### config.mk
export PLATFORM = sky130hd
export DESIGN_NAME = mac_accumulator_flat
export DESIGN_NICKNAME = d
export VERILOG_FILES = /design/src/rtl/mac_accumulator_if.sv /design/src/rtl/mac_accumulator.sv /design/src/flat_wrapper.sv
export SDC_FILE = /design/constraint.sdc
export NUM_CORES = 1
export LEC_CHECK = 0
export CAP_MARGIN = 15
export CORE_MARGIN = 2
export CORE_UTILIZATION = 40
export DETAILED_ROUTE_END_ITERATION = 10
export PLACE_DENSITY = 0.72
export SLEW_MARGIN = 10
export SYNTH_ARGS = -nofsm -noshare
export SYNTH_HDL_FRONTEND = slang
export SYNTH_SLANG_ARGS = --single-unit
### constraint.sdc
create_clock -name clk -period 4.5 [get_ports clk]
set_input_delay 0.9 -clock clk [delete_from_list [all_inputs] [get_ports clk]]
set_output_delay 0.9 -clock clk [all_outputs]
set_load 0.01 [all_outputs]
### src/rtl/mac_accumulator_if.sv
// Handshake bundle for the MAC accumulator: a product stream in and a
// saturated dot-product result stream out, both valid/ready.
interface mac_accumulator_if #(
    parameter int DATA_WIDTH = 16
);
    logic                  in_valid;
    logic                  in_ready;
    logic [DATA_WIDTH-1:0] in_data;
    logic                  out_valid;
    logic                  out_ready;
    logic [DATA_WIDTH-1:0] out_data;
    logic                  out_sat;

    // Producer of products / consumer of results (upstream + downstream side)
    modport master (
        output in_valid,
        input  in_ready,
        output in_data,
        input  out_valid,
        output out_ready,
        input  out_data,
        input  out_sat
    );

    // The accumulator itself
    modport slave (
        input  in_valid,
        output in_ready,
        input  in_data,
        output out_valid,
        input  out_ready,
        output out_data,
        output out_sat
    );
endinterface

### src/rtl/mac_accumulator.sv
// Sign-magnitude dot-product accumulator. Sums VEC_LEN sign-magnitude
// products in a two's-complement accumulator with ACC_GUARD guard bits,
// then presents the sum as a saturated sign-magnitude word and holds it
// until the downstream handshake completes.
module mac_accumulator #(
    parameter int DATA_WIDTH = 16,
    parameter int VEC_LEN    = 4,
    parameter int ACC_GUARD  = 4
) (
    input  logic              clk,
    input  logic              resetn,
    mac_accumulator_if.slave  bus
);

    localparam int ACC_W = DATA_WIDTH + ACC_GUARD;
    localparam int MAG_W = DATA_WIDTH - 1;
    localparam int CNT_W = (VEC_LEN > 1) ? $clog2(VEC_LEN) : 1;

    localparam logic [CNT_W-1:0] CNT_LAST = CNT_W'(VEC_LEN - 1);
    localparam logic [CNT_W-1:0] CNT_ONE  = CNT_W'(1);
    // Largest representable output magnitude, widened to accumulator width.
    localparam logic [ACC_W-1:0] MAG_MAX  = ACC_W'({MAG_W{1'b1}});

    typedef enum logic [0:0] {
        ST_ACCUM = 1'b0,
        ST_HOLD  = 1'b1
    } state_t;

    // Sign-magnitude to two's complement; negative zero maps to zero.
    function automatic logic signed [ACC_W-1:0] sm_to_tc(input logic [DATA_WIDTH-1:0] sm);
        logic [ACC_W-1:0] mag;
        mag = ACC_W'(sm[MAG_W-1:0]);
        if (sm[DATA_WIDTH-1] == 1'b1) begin
            sm_to_tc = -$signed(mag);
        end else begin
            sm_to_tc = $signed(mag);
        end
    endfunction

    // Two's complement sum to saturated sign-magnitude, packed as {sat, word}.
    // A zero sum has a clear sign bit, so negative zero is never produced.
    function automatic logic [DATA_WIDTH:0] tc_to_sm_sat(input logic signed [ACC_W-1:0] sum);
        logic             neg;
        logic [ACC_W-1:0] mag;
        logic [MAG_W-1:0] mag_out;
        logic             sat;
        neg = sum[ACC_W-1];
        if (neg == 1'b1) begin
            mag = ACC_W'(-sum);
        end else begin
            mag = ACC_W'(sum);
        end
        if (mag > MAG_MAX) begin
            mag_out = {MAG_W{1'b1}};
            sat     = 1'b1;
        end else begin
            mag_out = mag[MAG_W-1:0];
            sat     = 1'b0;
        end
        tc_to_sm_sat = {sat, neg, mag_out};
    endfunction

    state_t                  state_r;
    state_t                  state_n_s;
    logic signed [ACC_W-1:0] acc_r;
    logic signed [ACC_W-1:0] acc_n_s;
    logic [CNT_W-1:0]        cnt_r;
    logic [CNT_W-1:0]        cnt_n_s;
    logic signed [ACC_W-1:0] sum_s;
    logic [DATA_WIDTH:0]     result_s;
    logic                    load_s;

    logic                    in_ready_r;
    logic                    out_valid_r;
    logic [DATA_WIDTH-1:0]   out_data_r;
    logic                    out_sat_r;

    // Next-state, accumulator and counter update for the ACCUM/HOLD FSM
    always_comb begin
        state_n_s = state_r;
        acc_n_s   = acc_r;
        cnt_n_s   = cnt_r;
        load_s    = 1'b0;
        sum_s     = acc_r + sm_to_tc(bus.in_data);
        result_s  = tc_to_sm_sat(sum_s);
        case (state_r)
            ST_ACCUM: begin
                if (bus.in_valid == 1'b1) begin
                    if (cnt_r == CNT_LAST) begin
                        // Final beat: publish the sum including this beat and restart.
                        load_s    = 1'b1;
                        state_n_s = ST_HOLD;
                        acc_n_s   = '0;
                        cnt_n_s   = '0;
                    end else begin
                        acc_n_s = sum_s;
                        cnt_n_s = cnt_r + CNT_ONE;
                    end
                end else begin
                    // Gap in the product stream: keep partial sum and count.
                    state_n_s = ST_ACCUM;
                end
            end
            ST_HOLD: begin
                // Input side is closed; only the result handshake matters.
                if (bus.out_ready == 1'b1) begin
                    state_n_s = ST_ACCUM;
                end else begin
                    state_n_s = ST_HOLD;
                end
            end
            default: begin
                state_n_s = ST_ACCUM;
                acc_n_s   = '0;
                cnt_n_s   = '0;
            end
        endcase
    end

    // State, accumulator and counter registers
    always_ff @(posedge clk or negedge resetn) begin
        if (!resetn) begin
            state_r <= ST_ACCUM;
            acc_r   <= '0;
            cnt_r   <= '0;
        end else begin
            state_r <= state_n_s;
            acc_r   <= acc_n_s;
            cnt_r   <= cnt_n_s;
        end
    end

    // Registered handshake flags decoded from the next state
    always_ff @(posedge clk or negedge resetn) begin
        if (!resetn) begin
            in_ready_r  <= 1'b1;
            out_valid_r <= 1'b0;
        end else begin
            in_ready_r  <= (state_n_s == ST_ACCUM);
            out_valid_r <= (state_n_s == ST_HOLD);
        end
    end

    // Result registers: loaded on the last beat, otherwise held stable
    always_ff @(posedge clk or negedge resetn) begin
        if (!resetn) begin
            out_data_r <= '0;
            out_sat_r  <= 1'b0;
        end else if (load_s) begin
            out_data_r <= result_s[DATA_WIDTH-1:0];
            out_sat_r  <= result_s[DATA_WIDTH];
        end else begin
            out_data_r <= out_data_r;
            out_sat_r  <= out_sat_r;
        end
    end

    assign bus.in_ready  = in_ready_r;
    assign bus.out_valid = out_valid_r;
    assign bus.out_data  = out_data_r;
    assign bus.out_sat   = out_sat_r;

endmodule

### src/flat_wrapper.sv
// flat-port wrapper written by rule: the top's interface ports become plain ports
module mac_accumulator_flat 
#(
    parameter int DATA_WIDTH = 16,
    parameter int VEC_LEN    = 4,
    parameter int ACC_GUARD  = 4
)
  (clk, resetn, bus_in_valid, bus_in_ready, bus_in_data, bus_out_valid, bus_out_ready, bus_out_data, bus_out_sat);
  mac_accumulator_if #(.DATA_WIDTH(DATA_WIDTH)) bus_i ();
  input  logic clk;
  input  logic resetn;
  input wire logic [$bits(bus_i.in_valid)-1:0] bus_in_valid;
  output wire logic [$bits(bus_i.in_ready)-1:0] bus_in_ready;
  input wire logic [$bits(bus_i.in_data)-1:0] bus_in_data;
  output wire logic [$bits(bus_i.out_valid)-1:0] bus_out_valid;
  input wire logic [$bits(bus_i.out_ready)-1:0] bus_out_ready;
  output wire logic [$bits(bus_i.out_data)-1:0] bus_out_data;
  output wire logic [$bits(bus_i.out_sat)-1:0] bus_out_sat;
  assign bus_i.in_valid = bus_in_valid;
  assign bus_in_ready = bus_i.in_ready;
  assign bus_i.in_data = bus_in_data;
  assign bus_out_valid = bus_i.out_valid;
  assign bus_i.out_ready = bus_out_ready;
  assign bus_out_data = bus_i.out_data;
  assign bus_out_sat = bus_i.out_sat;
  mac_accumulator #(.DATA_WIDTH(DATA_WIDTH), .VEC_LEN(VEC_LEN), .ACC_GUARD(ACC_GUARD)) u_core (.clk(clk), .resetn(resetn), .bus(bus_i));
endmodule
### After elaboration in Yosys (flattened, before gate mapping)

Cells that the tools add are included.

| storage, ports and cells | value |
|---|---|
| bits in registers | 41 |
| input port bits | 20 |
| output and inout bits | 19 |
| word-level logic and storage cells | 26 |

| operators by class | value |
|---|---|
| add/sub/neg operators | 4 |
| order comparisons | 1 |
| equality and inequality tests | 1 |
| muxes and demuxes | 11 |
| bitwise operators | 2 |
| reductions and logical operators | 1 |

Operator list:

| operator | count |
|---|---|
| 2-to-1 mux 20 bit | 3 |
| adder 20 bit | 1 |
| > comparator 20 x 15 -> 1 bit (second input constant) | 1 |
| negation 15 -> 20 bit | 1 |
| negation 20 bit | 1 |
| 2-to-1 mux 15 bit | 1 |
| 2-to-1 mux 1 bit | 5 |
| adder 2 x 1 -> 2 bit (second input constant) | 1 |
| equality test 2 bit (second input constant) | 1 |
| 2-to-1 mux 2 bit | 1 |
| NOT 1 bit | 2 |
| case mux 1 bit (2 select lines) | 1 |
| AND reduction 2 bit | 1 |

### Longest topological paths before layout

Gate-level depths: netlist of the first run.

| depth | value |
|---|---|
| depth after elaboration | 7 |
| gate-level depth with buffers | 20 |
| gate-level depth less buffers | 19 |

### Worst setup path after synthesis of the first run

OpenSTA, ideal clock, no wires.

| timing path | value |
|---|---|
| path type | input port to flip-flop |
| start point | input port bus_in_data[1] |
| end point | register u_core.out_data_r[13], in the netlist u_core.bus.out_data[13] |
| setup time | 127 ps |
| data arrival time | 4378 ps |
| required time | 4373 ps |
| path slack | -5 ps |
| cell stages on the path | 19 |
| path buffers | 1 |
| cell sequence | inv_1 > ha_1 > nand2b_1 > nand2b_1 > nor2_1 > nand2_1 > or2_2 > o21a_1 > ha_1 > a21o_1 > a21o_1 > a221oi_1 > o31ai_1 > xor2_1 > or4_1 > a21o_1 > a31oi_4 > buf_6 > a31oi_1 |

| on the way | value |
|---|---|
| cells in the longest elaborated chain, start to end | 7 |

RTL lines:

| item | line | source |
|---|---|---|
| start, declared | flat_wrapper.sv:14 | `input wire logic [$bits(bus_i.in_data)-1:0] bus_in_data;` |
| negation 15 -> 20 bit | mac_accumulator.sv:34 | `sm_to_tc = -$signed(mag);` |
| 2-to-1 mux 20 bit * | mac_accumulator.sv:33 | `if (sm[DATA_WIDTH-1] == 1'b1) begin` |
| adder 20 bit * | mac_accumulator.sv:84 | `sum_s = acc_r + sm_to_tc(bus.in_data);` |
| negation 20 bit | mac_accumulator.sv:49 | `mag = ACC_W'(-sum);` |
| 2-to-1 mux 20 bit * | mac_accumulator.sv:48 | `if (neg == 1'b1) begin` |
| > comparator 20 x 15 -> 1 bit | mac_accumulator.sv:53 | `if (mag > MAG_MAX) begin` |
| 2-to-1 mux 15 bit * | mac_accumulator.sv:53 |  |
| end signal, assigned | mac_accumulator.sv:150 | `out_data_r <= result_s[DATA_WIDTH-1:0];` |
| end signal, assigned | mac_accumulator.sv:153 | `out_data_r <= out_data_r;` |
| end, declared | mac_accumulator.sv:75 | `logic [DATA_WIDTH-1:0] out_data_r;` |

Mark *: on every way between the ends. The rest lies on a longest branch, timed or not.
A chain may end at the register's enable or synchronous reset.

### Worst setup path after layout of the first run

| timing path | value |
|---|---|
| start point | input port bus_in_data[10] |
| end point | register u_core.out_data_r[10], in the netlist u_core.bus.out_data[10] |

The elaborated chain is that of the path after synthesis.

==> impl_metrics.ini, run 1 <==
[global_route]
grt_pass1_wl_um = 16900
grt_antenna_before_repair = 0
globalRouteTotalUtil_pct = 21.5
grt_max_degree = 42
grt_pass1_vias = 3654
grt-ovfl-total = 0

[power_and_ir_drop]
netSwitchingFraction_pct = 46.2
seq_power_share_pct = 15.7
p_switching_w = 0.00190
p_int_w = 0.00222
power_density_mw_per_mm2 = 787
clockPowerShare_pct = 5.7
power.total_w = 0.00412
p_leak_nw = 2.36
ir_worst_vdd_uv = 454
pwr-share-comb_pct = 78.6

[sta]
finalHoldViolations = 0
worst_pin_slew_ns = 0.996
final.min_clock_period_ns = 4.38
slew-limit-headroom_pct = 33.4
drv_slew = 0
fin_crit_sh_pct = 97.4
skew_ns = 0.00688
max_freq_ghz = 0.228
setup-violations-final = 0

[cts]
root_buffer = clkbuf_8
cts_tree = yes
path_clk_slew_ns = 0.07
clock-sinks = 41
cts_hold_buf = 0
worstSkewPairLatency_ns = 0.30
cts_max_path_buffers = 2
cts_buffers = 5
htree_levels = 2

[critical_path]
crit_path_start_kind = input port
cp.required_ns = 4.68
crit_type = input port to register
cp_max_fo = 6
worst_ep_arrival_time_ns = 4.56
crit_path_end_kind = register

[hold_path]
hold_class = register to register

[routing]
wl_um = 10200
topRoutingLayerUsed = met4
dr.pass1.iters = 4
antenna_left = 0
drc = 0
met2_length_um = 5160
wl_per_cell_um = 15.4
vias = 3596
route.met3.wl_um = 234
drt-vias-per-instance = 5.42
drt-met1-wl_um = 4570
drt_iter0_drc = 241

[job]
maxCapViolations = 0

[run_status]
status = completed

[synthesis]
yosys_register_bits = 41
synth_cell_types = 61
synth_nets = 445
yosys_warnings = 0
synthTopCellsByArea = dfrtp_1, ha_1, xnor2_1, nor2_1, nand2_1
synth_enable_flop_cells = 0
synth_cells = 402
postSynth.asyncResetShare_pct = 100
yosysTopAreaCellShare_pct = 29.0
synth_top_area_cell = dfrtp_1
syn-cell-area_mm2 = 0.00345
ys_seq_area_share_pct = 29.8
syn_avg_cell_area_um2 = 8.58
ys.flop_type = dfrtp_1

[floorplan]
start_util_pct = 41.5
die_area_mm2 = 0.00938
die_width_um = 96.9
core-area_mm2 = 0.00830
row_count = 33
die_y_um = 96.9
io_pins = 39

[placed_design]
place_area_mm2 = 0.00469
dpl.hpwl_um = 7670
place_congestion = 0.915
place_inst = 639
port_buffers = 38

[finish]
final_util_pct = 63.0
antennaDiodeCount = 0
finalNonFillerCells = 663
final_area_mm2 = 0.00523
nFillCells = 690
syn_to_final_growth_pct = 51.7
fin_nets = 600
drive_gt1_share_pct = 35.5
## cells by family (layout without fill, tap and decap cells)
kind of cell    Yosys count  after routing  synth area share [%]
simple gates            133            134                  18.8
compound gates          129            129                  26.7
xor+xnor                 44             44                  11.4
flops                    41             41                  29.8
buf+inv                  32            187                  4.72
fa+ha+maj                23             23                  8.56
## cell usage after synthesis (2+ instances only)
master	n
a21o_1	9
and2_1	3
a21oi_1	18
nor2_1	44
o31ai_1	11
buf_2	2
o2111ai_1	5
a211oi_1	6
nand2_1	37
o211ai_1	2
dfrtp_1	40
a211oi_2	2
or4_4	2
nand2b_1	6
ha_1	22
a22o_1	15
a31oi_1	16
or4_1	2
xor2_1	12
nor3_1	10
nand3_1	6
o31a_1	3
clkbuf_1	8
and4_1	2
nor2b_1	3
a311o_1	2
inv_1	15
xnor2_1	31
o21a_1	3
o21ai_0	24
buf_6	4
nand4_1	2
or2_2	2
or3_1	3
and3_1	3
a41oi_1	2
## stage by stage
stage / setup TNS (ns) / worst slack [ns] / hold slack (ns)
2_1_floorplan: 0 / 0.00224 / 0.450
3_3_place_gp: -8.17 / -0.545 / 0.462
3_5_place_dp: -10.59 / -0.715 / 0.480
4_1_cts: 0 / 0.00676 / 0.503
5_1_grt: -0.0559 / -0.0176 / 0.530
6_report: 0 / 0.119 / 0.502
## what timing repair did
| item | CTS | global route |
|---|---|---|
| hold endpoints to repair | 0 | 0 |
| endpoints found under the setup margin | 16 | 16 |
| setup buffers | 4 | 10 |
| cloned | 2 | 0 |
| gates resized for setup | 47 | 56 |
| pin swaps | 25 | 30 |
## registers in the layout (all words and copies together) (netlist names)
signal,flops
u_core.cnt_r,2
u_core.state_r,1
u_core.bus.out_data,16
u_core.bus.in_ready,1
u_core.acc_r,20
u_core.bus.out_sat,1
## power groups by stage
stage	Combinational, W	Clock, W	Sequential, W
finish	0.00324	0.000236	0.000645
global route	0.00354	0.000253	0.000660
CTS	0.00306	0.000240	0.000643
detailed placement	0.00289	0	0.000646
global placement	0.00281	0	0.000638
floorplan	0.00168	0	0.000630
## cell type report
cell class / instances / area (um^2) / share of cell area [%]
inverter: 15 / 56.3 / 1.08
multi-input combinational: 330 / 2620 / 50.0
tap: 105 / 131 / 2.51
sequential: 41 / 1030 / 19.6
clock buffer: 8 / 80.1 / 1.53
timing repair buffer: 164 / 1320 / 25.3
## cell usage in the layout (no fill, tap or decap), types with 4 or more instances in the layout
master | synthesis | layout
o31ai_1 | 11 | 7
a22o_1 | 15 | 15
clkdlybuf4s50_1 | 0 | 22
o21ai_0 | 24 | 15
nand2_1 | 37 | 34
o21ai_1 | 0 | 6
dlygate4sd2_1 | 0 | 4
ha_1 | 22 | 18
a21oi_2 | 0 | 4
dfrtp_1 | 40 | 40
a21o_1 | 9 | 8
a211oi_1 | 6 | 6
clkbuf_2 | 1 | 6
nor2_1 | 44 | 42
buf_6 | 4 | 6
a31oi_1 | 16 | 13
xor2_1 | 12 | 10
buf_4 | 1 | 120
a21oi_1 | 18 | 14
nand2b_1 | 6 | 4
xnor2_1 | 31 | 29
inv_1 | 15 | 13
nor3_1 | 10 | 7
ha_4 | 0 | 4
clkbuf_8 | 0 | 5
dlymetal6s2s_1 | 0 | 5
nand3_1 | 6 | 6
## critical path, cell delays in order
cell	delay (ns)
dlygate4sd2_1	0.24
or4_4	0.54
or2_4	0.26
nand2_2	0.09
xnor2_2	0.11
ha_1	0.27
a21oi_2	0.20
buf_4	0.15
nor2_1	0.03
o21ai_1	0.12
o31ai_1	0.10
a311o_1	0.31
or4_1	0.51
a21o_1	0.19
a31oi_4	0.28
buf_6	0.17
a31oi_2	0.09
## metal layers
metal / vias to the layer above / global-route usage (%)
met2: 69 / 37.9
li1: 1783 / -
met1: 1722 / 26.9
met5: - / 0
met4: 0 / 7.91
met3: 22 / 2.38
## path summary, 6_finish.rpt
kind | cells after the start | endpoint | slack, ns | startpoint
worst min register to register | 2 | u_core.cnt_r[1]$_DFFE_PN0P_ | 0.50 | u_core.cnt_r[1]$_DFFE_PN0P_
worst min-delay path | 2 | u_core.cnt_r[1]$_DFFE_PN0P_ | 0.50 | u_core.cnt_r[1]$_DFFE_PN0P_
worst max register to register | 14 | u_core.bus.out_data[11]$_DFFE_PN0P_ | 1.02 | u_core.acc_r[0]$_DFFE_PN0P_
worst max-delay path | 17 | u_core.bus.out_data[10]$_DFFE_PN0P_ | 0.12 | bus_in_data[10]
max in group asynchronous | 1 | u_core.bus.out_data[12]$_DFFE_PN0P_ | 3.21 | resetn
min in group asynchronous | 1 | u_core.state_r$_DFF_PN0_ | 0.72 | resetn
Note: power is estimated with default switching activity, not from simulation.
==> run 2: changes to the inputs <==
--- a/config.mk
+++ b/config.mk
@@ -5,10 +5,12 @@
 export SDC_FILE = /design/constraint.sdc
 export NUM_CORES = 1
 export LEC_CHECK = 0
+export ABC_CLOCK_PERIOD_IN_PS = 4500
 export CAP_MARGIN = 15
 export CORE_MARGIN = 2
 export CORE_UTILIZATION = 40
 export DETAILED_ROUTE_END_ITERATION = 10
+export GPL_TIMING_DRIVEN = 0
 export PLACE_DENSITY = 0.72
 export SLEW_MARGIN = 10
 export SYNTH_ARGS = -nofsm -noshare
==> impl_metrics.ini, run 2 (synthesis results as in run 1) <==
[sta]
drv_slew = 0
finalHoldViolations = 0
slew-limit-headroom_pct = 55.9
rsz0062_at_grt = true
final.min_clock_period_ns = 4.51
final.setup.tns_ns = -0.0238
skew_ns = 0.00840
setup_slack_ns = -0.00934
setup-violations-final = 5
max_freq_ghz = 0.222
fin_crit_sh_pct = 100
worst_pin_slew_ns = 0.656

[finish]
syn_to_final_growth_pct = 37.6
final_area_mm2 = 0.00475
antennaDiodeCount = 0
fin_nets = 525
final_cell_mix = nor2_1, dfrtp_1, nand2_1
finalNonFillerCells = 588
drive_gt1_share_pct = 26.7
largest_reg_flops = 20
mostFrequentLayoutCell = nor2_1
regMostFlops = u_core.acc_r

[routing]
antenna_left = 0
drc = 0
dr.pass1.iters = 4
wl_per_cell_um = 16.9
drt_iter0_drc = 166
vias = 3385
wl_um = 9910
drt-vias-per-instance = 5.76

[floorplan]
die_area_mm2 = 0.00938
io_pins = 39
core-area_mm2 = 0.00830
start_util_pct = 41.5
row_count = 33
die_y_um = 96.9
die_width_um = 96.9

[critical_path]
crit_chain = dlygate4sd2_1, or4_4, or2_4, o21a_1, ha_4, a21o_1, a21o_1, a221oi_2, o31ai_4, xor2_2, or4_4, a21o_1, a31oi_4, buf_6, a31oi_4
max_stage_delay_ns = 0.53
worst_path_max_delay_cell = or4_4
critical_path.top_delay_family = compound AO/OA/AOI/OAI gates
crit_path_start_kind = input port
cp_max_fo = 5
path_buf_inv = 2
cp.required_ns = 4.68
crit_type = input port to register
crit_top_cell = a21o_1
worst_ep_arrival_time_ns = 4.69
crit_path_end_kind = register

[global_route]
globalRouteTotalUtil_pct = 20.7
grt_pass1_wl_um = 16200
grt_antenna_before_repair = 0
grt_pass1_vias = 3339
grt-ovfl-total = 0
grt_max_degree = 27

[cts]
root_buffer = clkbuf_8
cts_max_path_buffers = 2
htree_levels = 2
cts_tree = yes
worstSkewPairLatency_ns = 0.31
path_clk_slew_ns = 0.09
clock-sinks = 41
cts_buffers = 5

[placed_design]
place_inst = 545
port_buffers = 37
dpl.hpwl_um = 7030
place_area_mm2 = 0.00398
place_congestion = 0.912

[run_status]
status = complete, but fails checks
violations = negative setup slack

[power_and_ir_drop]
power_density_mw_per_mm2 = 823
clockPowerShare_pct = 9.6
p_switching_w = 0.00194
pwr-share-comb_pct = 74.1
p_leak_nw = 1.96
p_int_w = 0.00196
seq_power_share_pct = 16.2
netSwitchingFraction_pct = 49.8
ir_worst_vdd_uv = 416

[job]
maxCapViolations = 0

[hold_path]
hold_class = register to register
run 2: cell types whose count changed in the layout (fill, tap and decap cells not counted), moves of 3 or more:
cell            change
buf_4              -87
ha_1                -3
a31oi_1             -5
a31oi_4             +6
buf_2               +4
clkbuf_2            +3
buf_6               +4
dlymetal6s2s_1      -5
run 2: layout make-up:
cell class / count / area (um^2)
Sequential cell: 41 / 1030
Multi-Input combinational cell: 329 / 2650
Tap cell: 105 / 131
Inverter: 15 / 56.3
Clock buffer: 5 / 68.8
Fill cell: 709 / 3550
Clock inverter: 3 / 68.8
Buffer: 16 / 113
Timing Repair Buffer: 74 / 632
run 2: worst paths after layout:
path,cells past startpoint,to,slack [ns],startpoint
worst max-delay path,15,u_core.bus.out_data[11]$_DFFE_PN0P_,-0.009,bus_in_data[13]
worst min-delay path,2,u_core.acc_r[0]$_DFFE_PN0P_,0.50,u_core.acc_r[0]$_DFFE_PN0P_
worst max register to register,13,u_core.bus.out_data[11]$_DFFE_PN0P_,0.86,u_core.acc_r[0]$_DFFE_PN0P_
worst min register to register,2,u_core.acc_r[0]$_DFFE_PN0P_,0.50,u_core.acc_r[0]$_DFFE_PN0P_
max in group asynchronous,2,u_core.bus.in_ready$_DFF_PN1_,3.45,resetn
min in group asynchronous,1,u_core.bus.out_data[1]$_DFFE_PN0P_,0.51,resetn
run 2: worst reg2reg max path: stages, from the launching register on:
cell and delay (ns):
dfrtp_1 0.36, ha_1 0.20, inv_1 0.07, fa_1 0.44, nor2b_2 0.18, o31a_1 0.26
nor2_2 0.07, xnor2_1 0.22, or4_4 0.59, a211oi_2 0.31, o2111ai_1 0.22, a31oi_4 0.32
buf_6 0.20, a31oi_4 0.08
run 2: per-layer routing:
layer / GRT usage [%] / vias to the layer above / part of all wire [%]
li1: - / 1640 / -
met1: 27.0 / 1634 / 44
met2: 35.0 / 88 / 50
met3: 2.46 / 23 / 3.9
met4: 8.02 / 0 / 2.6
met5: 0 / - / 0
run 2: repair_timing:
action	in CTS	in global routing
cloned	1	0
hold buffers	0	0
endpoints found under the setup margin	17	16
resized for setup	66	61
pin swaps	27	45
setup buffers	23	12
run 2: through the flow:
stage	hold WS [ns]	power [W]	utilization, %	worst slack (ns)
2_1_floorplan	0.450	0.00231	-	0.00224
3_3_place_gp	0.468	0.00286	47.7	-1.09
3_5_place_dp	0.478	0.00291	47.9	-1.13
4_1_cts	0.504	0.00353	53.6	0.00297
5_1_grt	0.516	0.00420	57.2	-0.148
6_report	0.504	0.00391	57.2	-0.00934
run 2: power groups by stage:
stage / registers [W] / logic (W) / clock network [W]
global placement: 0.000629 / 0.00223 / 0
detailed placement: 0.000632 / 0.00228 / 0
CTS: 0.000629 / 0.00252 / 0.000379
global route: 0.000653 / 0.00315 / 0.000395
floorplan: 0.000630 / 0.00168 / 0
finish: 0.000634 / 0.00290 / 0.000376
